--- config.mk ---
export PLATFORM = sky130hd
export DESIGN_NAME = ef_smsdac_rx_flat
export DESIGN_NICKNAME = d
export VERILOG_FILES = /design/src/rtl/ef_smsdac_rx_if.sv /design/src/rtl/ef_smsdac_rx.sv /design/src/flat_wrapper.sv
export SDC_FILE = /design/constraint.sdc
export NUM_CORES = 1
export LEC_CHECK = 0
export ABC_AREA = 1
export CELL_PAD_IN_SITES_DETAIL_PLACEMENT = 1
export CELL_PAD_IN_SITES_GLOBAL_PLACEMENT = 1
export CORE_ASPECT_RATIO = 0.75
export CORE_MARGIN = 2
export CORE_UTILIZATION = 35
export CTS_BUF_LIST = sky130_fd_sc_hd__clkbuf_8 sky130_fd_sc_hd__clkbuf_16
export DETAILED_ROUTE_END_ITERATION = 8
export HOLD_SLACK_MARGIN = 0.1
export PLACE_DENSITY = 0.77
export SLEW_MARGIN = 20
export SYNTH_ARGS = -nofsm -noshare
export SYNTH_HDL_FRONTEND = slang
export SYNTH_SLANG_ARGS = --single-unit
--- constraint.sdc ---
create_clock -name clk -period 2.85 [get_ports clk]
set_clock_uncertainty 0.15 [all_clocks]
set_input_delay 0.285 -clock clk [delete_from_list [all_inputs] [get_ports clk]]
set_output_delay 0.285 -clock clk [all_outputs]
set_load 0.01 [all_outputs]
--- src/rtl/ef_smsdac_rx_if.sv ---
// Segment-code input and windowed-sum output bundle of the sigma-delta DAC loopback receiver.
interface ef_smsdac_rx_if #(
  parameter int DEC_LOG2 = 4
);
  logic                       en;
  logic [1:0]                 d_in_3;
  logic [1:0]                 d_in_2;
  logic [1:0]                 d_in_1;
  logic [1:0]                 d_in_0;
  logic signed [4+DEC_LOG2:0] sum_out;
  logic                       sum_valid;
  logic                       sum_ready;
  logic                       overrun;
  logic [7:0]                 err_cnt;

  modport master (
    output en, d_in_3, d_in_2, d_in_1, d_in_0, sum_ready,
    input  sum_out, sum_valid, overrun, err_cnt
  );

  modport slave (
    input  en, d_in_3, d_in_2, d_in_1, d_in_0, sum_ready,
    output sum_out, sum_valid, overrun, err_cnt
  );
endinterface

--- src/rtl/ef_smsdac_rx.sv ---
// Rebuilds the signed DAC level from four 3-level segment codes and boxcar-decimates it by 2^DEC_LOG2.
// Latency: 2 cycles from the last sample of a window to sum_valid; one sample per cycle.
// Backpressure: none upstream; an unaccepted result is overwritten by the next dump and flags overrun.
module ef_smsdac_rx #(
  parameter int DEC_LOG2 = 4
) (
  input  logic           clk,
  input  logic           rst_b,
  ef_smsdac_rx_if.slave  rx
);

  localparam int                    W        = 5 + DEC_LOG2;
  localparam logic [DEC_LOG2-1:0]   CNT_LAST = '1;
  localparam logic [DEC_LOG2-1:0]   CNT_ONE  = 1;

  function automatic logic signed [4:0] seg_level(input logic [1:0] code);
    logic signed [4:0] lvl;
    case (code)
      2'b10:   lvl = 5'sd1;
      2'b01:   lvl = -5'sd1;
      default: lvl = 5'sd0;
    endcase
    return lvl;
  endfunction

  // S1: raw codes and valid
  logic [1:0] c3_q, c2_q, c1_q, c0_q;
  logic       s1_vld_q;

  // S2: decoded level
  logic signed [4:0] s2_lvl_q;
  logic              s2_vld_q;
  logic              s2_ill_q;

  // S3: accumulator and output holding register
  logic signed [W-1:0]  acc_q, acc_d;
  logic [DEC_LOG2-1:0]  cnt_q, cnt_d;
  logic signed [W-1:0]  sum_q, sum_d;
  logic                 sum_vld_q, sum_vld_d;
  logic                 ovr_q, ovr_d;
  logic [7:0]           err_q, err_d;

  logic signed [4:0]    lvl_d;
  logic                 ill_d;
  logic signed [W-1:0]  acc_sum;
  logic                 dump;

  always_ff @(posedge clk or negedge rst_b) begin
    if (!rst_b) begin
      c3_q     <= '0;
      c2_q     <= '0;
      c1_q     <= '0;
      c0_q     <= '0;
      s1_vld_q <= 1'b0;
    end else begin
      c3_q     <= rx.d_in_3;
      c2_q     <= rx.d_in_2;
      c1_q     <= rx.d_in_1;
      c0_q     <= rx.d_in_0;
      s1_vld_q <= rx.en;
    end
  end

  always_comb begin
    lvl_d = (seg_level(c3_q) <<< 3) + (seg_level(c2_q) <<< 2)
          + (seg_level(c1_q) <<< 1) +  seg_level(c0_q);
    ill_d = (c3_q == 2'b11) || (c2_q == 2'b11) || (c1_q == 2'b11) || (c0_q == 2'b11);
  end

  // en low flushes S1 contents instead of letting them advance
  always_ff @(posedge clk or negedge rst_b) begin
    if (!rst_b) begin
      s2_lvl_q <= '0;
      s2_vld_q <= 1'b0;
      s2_ill_q <= 1'b0;
    end else if (!rx.en) begin
      s2_vld_q <= 1'b0;
      s2_ill_q <= 1'b0;
    end else begin
      s2_lvl_q <= lvl_d;
      s2_vld_q <= s1_vld_q;
      s2_ill_q <= ill_d;
    end
  end

  assign acc_sum = acc_q + W'(s2_lvl_q);
  assign dump    = s2_vld_q && (cnt_q == CNT_LAST);

  always_comb begin
    acc_d     = acc_q;
    cnt_d     = cnt_q;
    sum_d     = sum_q;
    sum_vld_d = sum_vld_q;
    ovr_d     = ovr_q;
    err_d     = err_q;
    if (!rx.en) begin
      acc_d     = '0;
      cnt_d     = '0;
      sum_vld_d = 1'b0;
      ovr_d     = 1'b0;
    end else begin
      if (dump) begin
        acc_d     = '0;
        cnt_d     = '0;
        sum_d     = acc_sum;
        sum_vld_d = 1'b1;
        if (sum_vld_q && !rx.sum_ready) begin
          ovr_d = 1'b1;
        end
      end else begin
        if (s2_vld_q) begin
          acc_d = acc_sum;
          cnt_d = cnt_q + CNT_ONE;
        end
        if (sum_vld_q && rx.sum_ready) begin
          sum_vld_d = 1'b0;
        end
      end
      if (s2_vld_q && s2_ill_q && (err_q != 8'hFF)) begin
        err_d = err_q + 8'd1;
      end
    end
  end

  always_ff @(posedge clk or negedge rst_b) begin
    if (!rst_b) begin
      acc_q     <= '0;
      cnt_q     <= '0;
      sum_q     <= '0;
      sum_vld_q <= 1'b0;
      ovr_q     <= 1'b0;
      err_q     <= '0;
    end else begin
      acc_q     <= acc_d;
      cnt_q     <= cnt_d;
      sum_q     <= sum_d;
      sum_vld_q <= sum_vld_d;
      ovr_q     <= ovr_d;
      err_q     <= err_d;
    end
  end

  assign rx.sum_out   = sum_q;
  assign rx.sum_valid = sum_vld_q;
  assign rx.overrun   = ovr_q;
  assign rx.err_cnt   = err_q;

endmodule

--- src/flat_wrapper.sv ---
// flat-port wrapper written by rule: the top's interface ports become plain ports
module ef_smsdac_rx_flat 
#(
  parameter int DEC_LOG2 = 4
)
  (clk, rst_b, rx_en, rx_d_in_3, rx_d_in_2, rx_d_in_1, rx_d_in_0, rx_sum_ready, rx_sum_out, rx_sum_valid, rx_overrun, rx_err_cnt);
  ef_smsdac_rx_if #(.DEC_LOG2(DEC_LOG2)) rx_i ();
  input  logic clk;
  input  logic rst_b;
  input wire logic [$bits(rx_i.en)-1:0] rx_en;
  input wire logic [$bits(rx_i.d_in_3)-1:0] rx_d_in_3;
  input wire logic [$bits(rx_i.d_in_2)-1:0] rx_d_in_2;
  input wire logic [$bits(rx_i.d_in_1)-1:0] rx_d_in_1;
  input wire logic [$bits(rx_i.d_in_0)-1:0] rx_d_in_0;
  input wire logic [$bits(rx_i.sum_ready)-1:0] rx_sum_ready;
  output wire logic [$bits(rx_i.sum_out)-1:0] rx_sum_out;
  output wire logic [$bits(rx_i.sum_valid)-1:0] rx_sum_valid;
  output wire logic [$bits(rx_i.overrun)-1:0] rx_overrun;
  output wire logic [$bits(rx_i.err_cnt)-1:0] rx_err_cnt;
  assign rx_i.en = rx_en;
  assign rx_i.d_in_3 = rx_d_in_3;
  assign rx_i.d_in_2 = rx_d_in_2;
  assign rx_i.d_in_1 = rx_d_in_1;
  assign rx_i.d_in_0 = rx_d_in_0;
  assign rx_i.sum_ready = rx_sum_ready;
  assign rx_sum_out = rx_i.sum_out;
  assign rx_sum_valid = rx_i.sum_valid;
  assign rx_overrun = rx_i.overrun;
  assign rx_err_cnt = rx_i.err_cnt;
  ef_smsdac_rx #(.DEC_LOG2(DEC_LOG2)) u_core (.clk(clk), .rst_b(rst_b), .rx(rx_i));
endmodule
* After elaboration in Yosys (flattened, before gate mapping)
Cells that the tools add are included.
W data, S select, Z words.
** Operators by class
- Add/subtract/negate cells :: 6
- Equal/unequal tests :: 18
- Mux-type cells :: 18
- Reductions and logical operators :: 12
** Operators with widths (number)
- $mux W9 :: 3
- $eq A2 B2 Y1 const B :: 8
- $add A5 B5 Y5 :: 3
- $mux W4 :: 3
- $pmux W5 S2 :: 1
- $add A9 B5 Y9 :: 1
- $add A8 B1 Y8 const B :: 1
- $eq A2 B1 Y1 const B :: 4
- $mux W1 :: 8
- $ne A8 B8 Y1 const B :: 1
- $pmux W4 S2 :: 1
- $ne A3 B1 Y1 const B :: 2
- $pmux W3 S2 :: 1
- $reduce_and A2 Y1 :: 3
- $logic_and A1 B1 Y1 :: 5
- $add A4 B1 Y4 const B :: 1
- $eq A4 B4 Y1 const B :: 1
- $ne A2 B1 Y1 const B :: 2
- $pmux W2 S2 :: 1
- $logic_or A1 B1 Y1 :: 3
- $logic_not A1 Y1 :: 1
** Word-level totals
- Bits in registers :: 48
- Input bits :: 12
- Output and inout bits :: 19
- Logic and storage cells :: 68

* Longest topological paths before layout
- Depth in word-level cells :: 5
- Mapped depth :: 16
- Depth with buffers taken out :: 16

* Worst setup path before layout
No wires, ideal clock.
- Path kind :: register to register
- Start :: reg u_core.c0_q[1]
- End :: reg u_core.s2_lvl_q[4]
- Setup time :: 116 ps
- Data arrival time :: 2261 ps
- Data required time :: 2584 ps
- Setup slack :: 322 ps
- Stages on the path, launching flop included :: 16
- Cell sequence :: dfrtp_1 inv_1 ha_1 inv_1 fa_1 inv_1 fa_1 ha_1 nand2_1 inv_1 nor2_1 nand2_1 nand3_1 nand2_1 nand2_1 nand2_1
** Between the ends
- Word-level cells in the longest chain between the ends :: 3
- Elaborated cells between the ends (all ways) :: 4
- Classes of those cells :: add/sub: 1; eq/ne: 2; mux: 1
** Ends and longest elaborated chain
- start, declared :: line ef_smsdac_rx.sv:27 : logic [1:0] c3_q, c2_q, c1_q, c0_q;
- start signal, assigned :: line ef_smsdac_rx.sv:59 : c0_q <= rx.d_in_0;
- $eq A2 B1 Y1 or $eq A2 B2 Y1 (tied branches) :: line ef_smsdac_rx.sv:18 : case (code)
- $pmux W5 S2 * :: line ef_smsdac_rx.sv:18
- $add A5 B5 Y5 * :: line ef_smsdac_rx.sv:66 : + (seg_level(c1_q) <<< 1) + seg_level(c0_q);
- end signal, assigned :: line ef_smsdac_rx.sv:80 : s2_lvl_q <= lvl_d;
- end, declared :: line ef_smsdac_rx.sv:31 : logic signed [4:0] s2_lvl_q;
Every way passes the cells marked *; elsewhere a longest branch is shown, timed or not.
A chain may end at the register's enable or synchronous reset.

* Worst setup path in the final report
- Start :: reg u_core.c3_q[0]
- End :: reg u_core.s2_lvl_q[4]
** Between the ends
- Word-level cells in the longest chain between the ends :: 5
- Elaborated cells between the ends (all ways) :: 6
- Classes of those cells :: add/sub: 3; eq/ne: 2; mux: 1
** Ends and longest elaborated chain
- start, declared :: line ef_smsdac_rx.sv:27
- start signal, assigned :: line ef_smsdac_rx.sv:56 : c3_q <= rx.d_in_3;
- $eq A2 B1 Y1 or $eq A2 B2 Y1 (tied branches) :: line ef_smsdac_rx.sv:18
- $pmux W2 S2 * :: line ef_smsdac_rx.sv:18
- $add A5 B5 Y5 * :: line ef_smsdac_rx.sv:65 : lvl_d = (seg_level(c3_q) <<< 3) + (seg_level(c2_q) <<< 2)
- $add A5 B5 Y5 * (2 in a row) :: line ef_smsdac_rx.sv:66
Marked as above.

==> out/metrics.yaml <==
drt:
  vias_per_cell: 4.67
  route.detailed.drc: 0
  ant_nets: 0
  vias: 2153
  routed_wl_mm: 6.13
  drt_iter0_markers: 58
  drt_first_pass_iters: 4
  wl_per_cell_um: 13.3
timing:
  relSlewSlack_pct: 67.8
  max_freq_ghz: 0.371
  worst_slack_ns: 0.157
  fin_crit_ns: 2.69
  tightest_slew_ns: 0.481
  post-route-period-util_pct: 94.5
  setup_viol: 0
  hold_violations: 0
  drv_slew: 0
clock_tree:
  clockBufferDepth: 2
  cts_tree: "done"
  clk_latency_ns: 0.31
  root_buffer: "clkbuf_8"
  htree_levels: 2
  cts.sinks: 48
  path_clk_slew_ns: 0.09
  cts_buffers: 5
layout:
  final_area_sq_um: 3310
  syn_to_final_growth_pct: 23.3
  stdcell_count: 461
  nFillCells: 893
  n_antenna_cell: 0
  final_nets: 396
  layout-drive-gt1-share_pct: 13.3
synth:
  synth_cells: 320
  syn_nets: 357
  synth_area_leaders: "dfrtp_1, nand2_1, ha_1, inv_1, nand3_1"
  ys_warn_count: 0
  synth_seq_cells: 48
  yosysTopAreaCell: "dfrtp_1"
  synth-edff-count: 0
  synth_most_common_cell: "nand2_1"
  synth_area_per_cell_sq_um: 8.39
  yosys-top-cells-count: "nand2_1, dfrtp_1, inv_1"
  synthFlopType: "dfrtp_1"
  syn_area_sq_um: 2690
  synth_top_area_share_pct: 44.7
  async_reset_ff_share_pct: 100
  ys_seq_area_share_pct: 44.7
  synth_cell_type_count: 25
critical_path:
  cp.arrival_ns: 2.74
  r2r_cells: 14
  critPathMaxFanout: 3
  cp_data_required_time_ns: 2.90
  crit_type: "reg -> reg"
  cp-start-kind: "register"
  worstSetupEndpointType: "register"
flow_run:
  cap_violations: 0
grt:
  grt_pass1_vias: 2300
  grt_overflow: 0
  grt_antenna_before_repair: 0
  grt_use_total_pct: 16.3
  grt_max_degree: 36
  grt_first_pass_wirelength_mm: 10.8
floorplan:
  io_pins: 31
  dieArea_sq_um: 8400
  die_x_um: 105
  start_util_pct: 36.3
  die_y_um: 79.9
  num_rows: 27
  core_sq_um: 7400
place:
  placed_area_sq_um: 3080
  place.detailed.hpwl_mm: 4.56
  dpl_worst_slack_ns: 0.0830
  portBuffers: 30
  placedCellCount: 449
  place_congestion: 0.815
pwr:
  power.density_nw_per_um2: 534
  power_mw: 1.77
  vdd_drop_max_mv: 0.247
  power.leakage_nw: 1.74
outcome:
  status: "finished clean"
hold_path:
  min-delay-path-class: "in -> async"
-- critical path, cell delays in order (launching register included) --
cell and delay (ns):
dfrtp_1 0.42, ha_4 0.28, inv_2 0.03, fa_1 0.47, fa_1 0.54, ha_4 0.16
inv_1 0.04, nand2_1 0.05, nand2_1 0.04, nand2_1 0.11, nand2_2 0.06, nand2_1 0.07
nand2_1 0.05, nand2_1 0.05, nand2_1 0.06
-- layer usage --
layer	GRT usage, %	share of wire, %
met5	0	0
met4	3.20	0.88
met3	2.78	2.3
met2	28.2	47
met1	21.7	49
-- power by group --
group / total (mW) / switching (mW) / internal, mW
clock: 0.545 / 0.235 / 0.310
combinational: 0.429 / 0.246 / 0.184
sequential: 0.796 / 0.0616 / 0.734
-- cells in the final DEF, fill, tap and decap left out, types with 2 or more instances in the layout --
| cell | instances |
|---|---|
| nor2_2 | 5 |
| o21ai_0 | 8 |
| nor2_1 | 8 |
| a21oi_1 | 5 |
| inv_1 | 34 |
| xnor2_1 | 8 |
| nand2_1 | 124 |
| clkdlybuf4s50_1 | 29 |
| ha_4 | 4 |
| o21ai_2 | 4 |
| clkbuf_8 | 7 |
| buf_4 | 4 |
| fa_1 | 3 |
| ha_1 | 16 |
| inv_2 | 7 |
| dfrtp_1 | 48 |
| nand3_1 | 19 |
| nand4_1 | 2 |
| nand2_2 | 7 |
| xor2_1 | 4 |
-- cell type report --
type                    instances  area, sq um  area share [%]
multi-input cells             225         1360            40.9
flip-flops and latches         48         1200            36.3
repair buffers                 35          335            10.1
inverters                      44          169            5.10
well taps                     101          126            3.81
clock buffers                   7         96.3            2.91
clock inverters                 1         30.0           0.906
-- logic make-up after synthesis --
| group | count (synthesis) | synth area share, % |
|---|---|---|
| AO/OA/AOI/OAI | 18 | 4.33 |
| XOR/XNOR | 12 | 3.91 |
| adder cells (fa/ha/maj) | 25 | 12.8 |
| buffers and inverters | 47 | 7.54 |
| flip-flops | 48 | 44.7 |
| multiplexers | 1 | 0.373 |
| AND/OR/NAND/NOR | 169 | 26.4 |
-- path summary, 6_finish.rpt --
check | start | to | slack (ns)
setup / recovery | u_core.c3_q[0] | u_core.s2_lvl_q[4] | 0.16
hold reg to reg | u_core.s1_vld_q | u_core.s2_vld_q | 0.30
hold / removal | rst_b | u_core.s2_vld_q | 0.24
setup reg to reg | u_core.c3_q[0] | u_core.s2_lvl_q[4] | 0.16
min in group clk | rx_d_in_0[0] | u_core.c0_q[0] | 0.26
max in group asynchronous | rst_b | u_core.acc_q[2] | 1.54
-- metrics by stage --
stage	setup TNS (ns)	hold WS [ns]	util [%]
2_1_floorplan	0	-0.161	-
5_1_grt	-0.0151	0.256	44.8
3_5_place_dp	0	0.0425	41.7
3_3_place_gp	0	0.0383	41.7
4_1_cts	0	0.256	43.5
6_report	0	0.238	44.8
-- registers in the layout (all words and copies together) (netlist names), 2 cells and up --
| register | cells |
|---|---|
| u_core.rx.sum_out | 9 |
| u_core.rx.err_cnt | 8 |
| u_core.cnt_q | 4 |
| u_core.s2_lvl_q | 5 |
| u_core.acc_q | 9 |
| u_core.c2_q | 2 |
| u_core.c3_q | 2 |
| u_core.c1_q | 2 |
| u_core.c0_q | 2 |
-- what timing repair did --
action / in CTS / in global routing
setup buffers: 0 / 3
endpoints found under the setup margin: 0 / 1
resized for setup: 0 / 18
hold buffers: 1 / 0
hold endpoints to repair: 13 / 0
(Power assumes the default switching activity.)
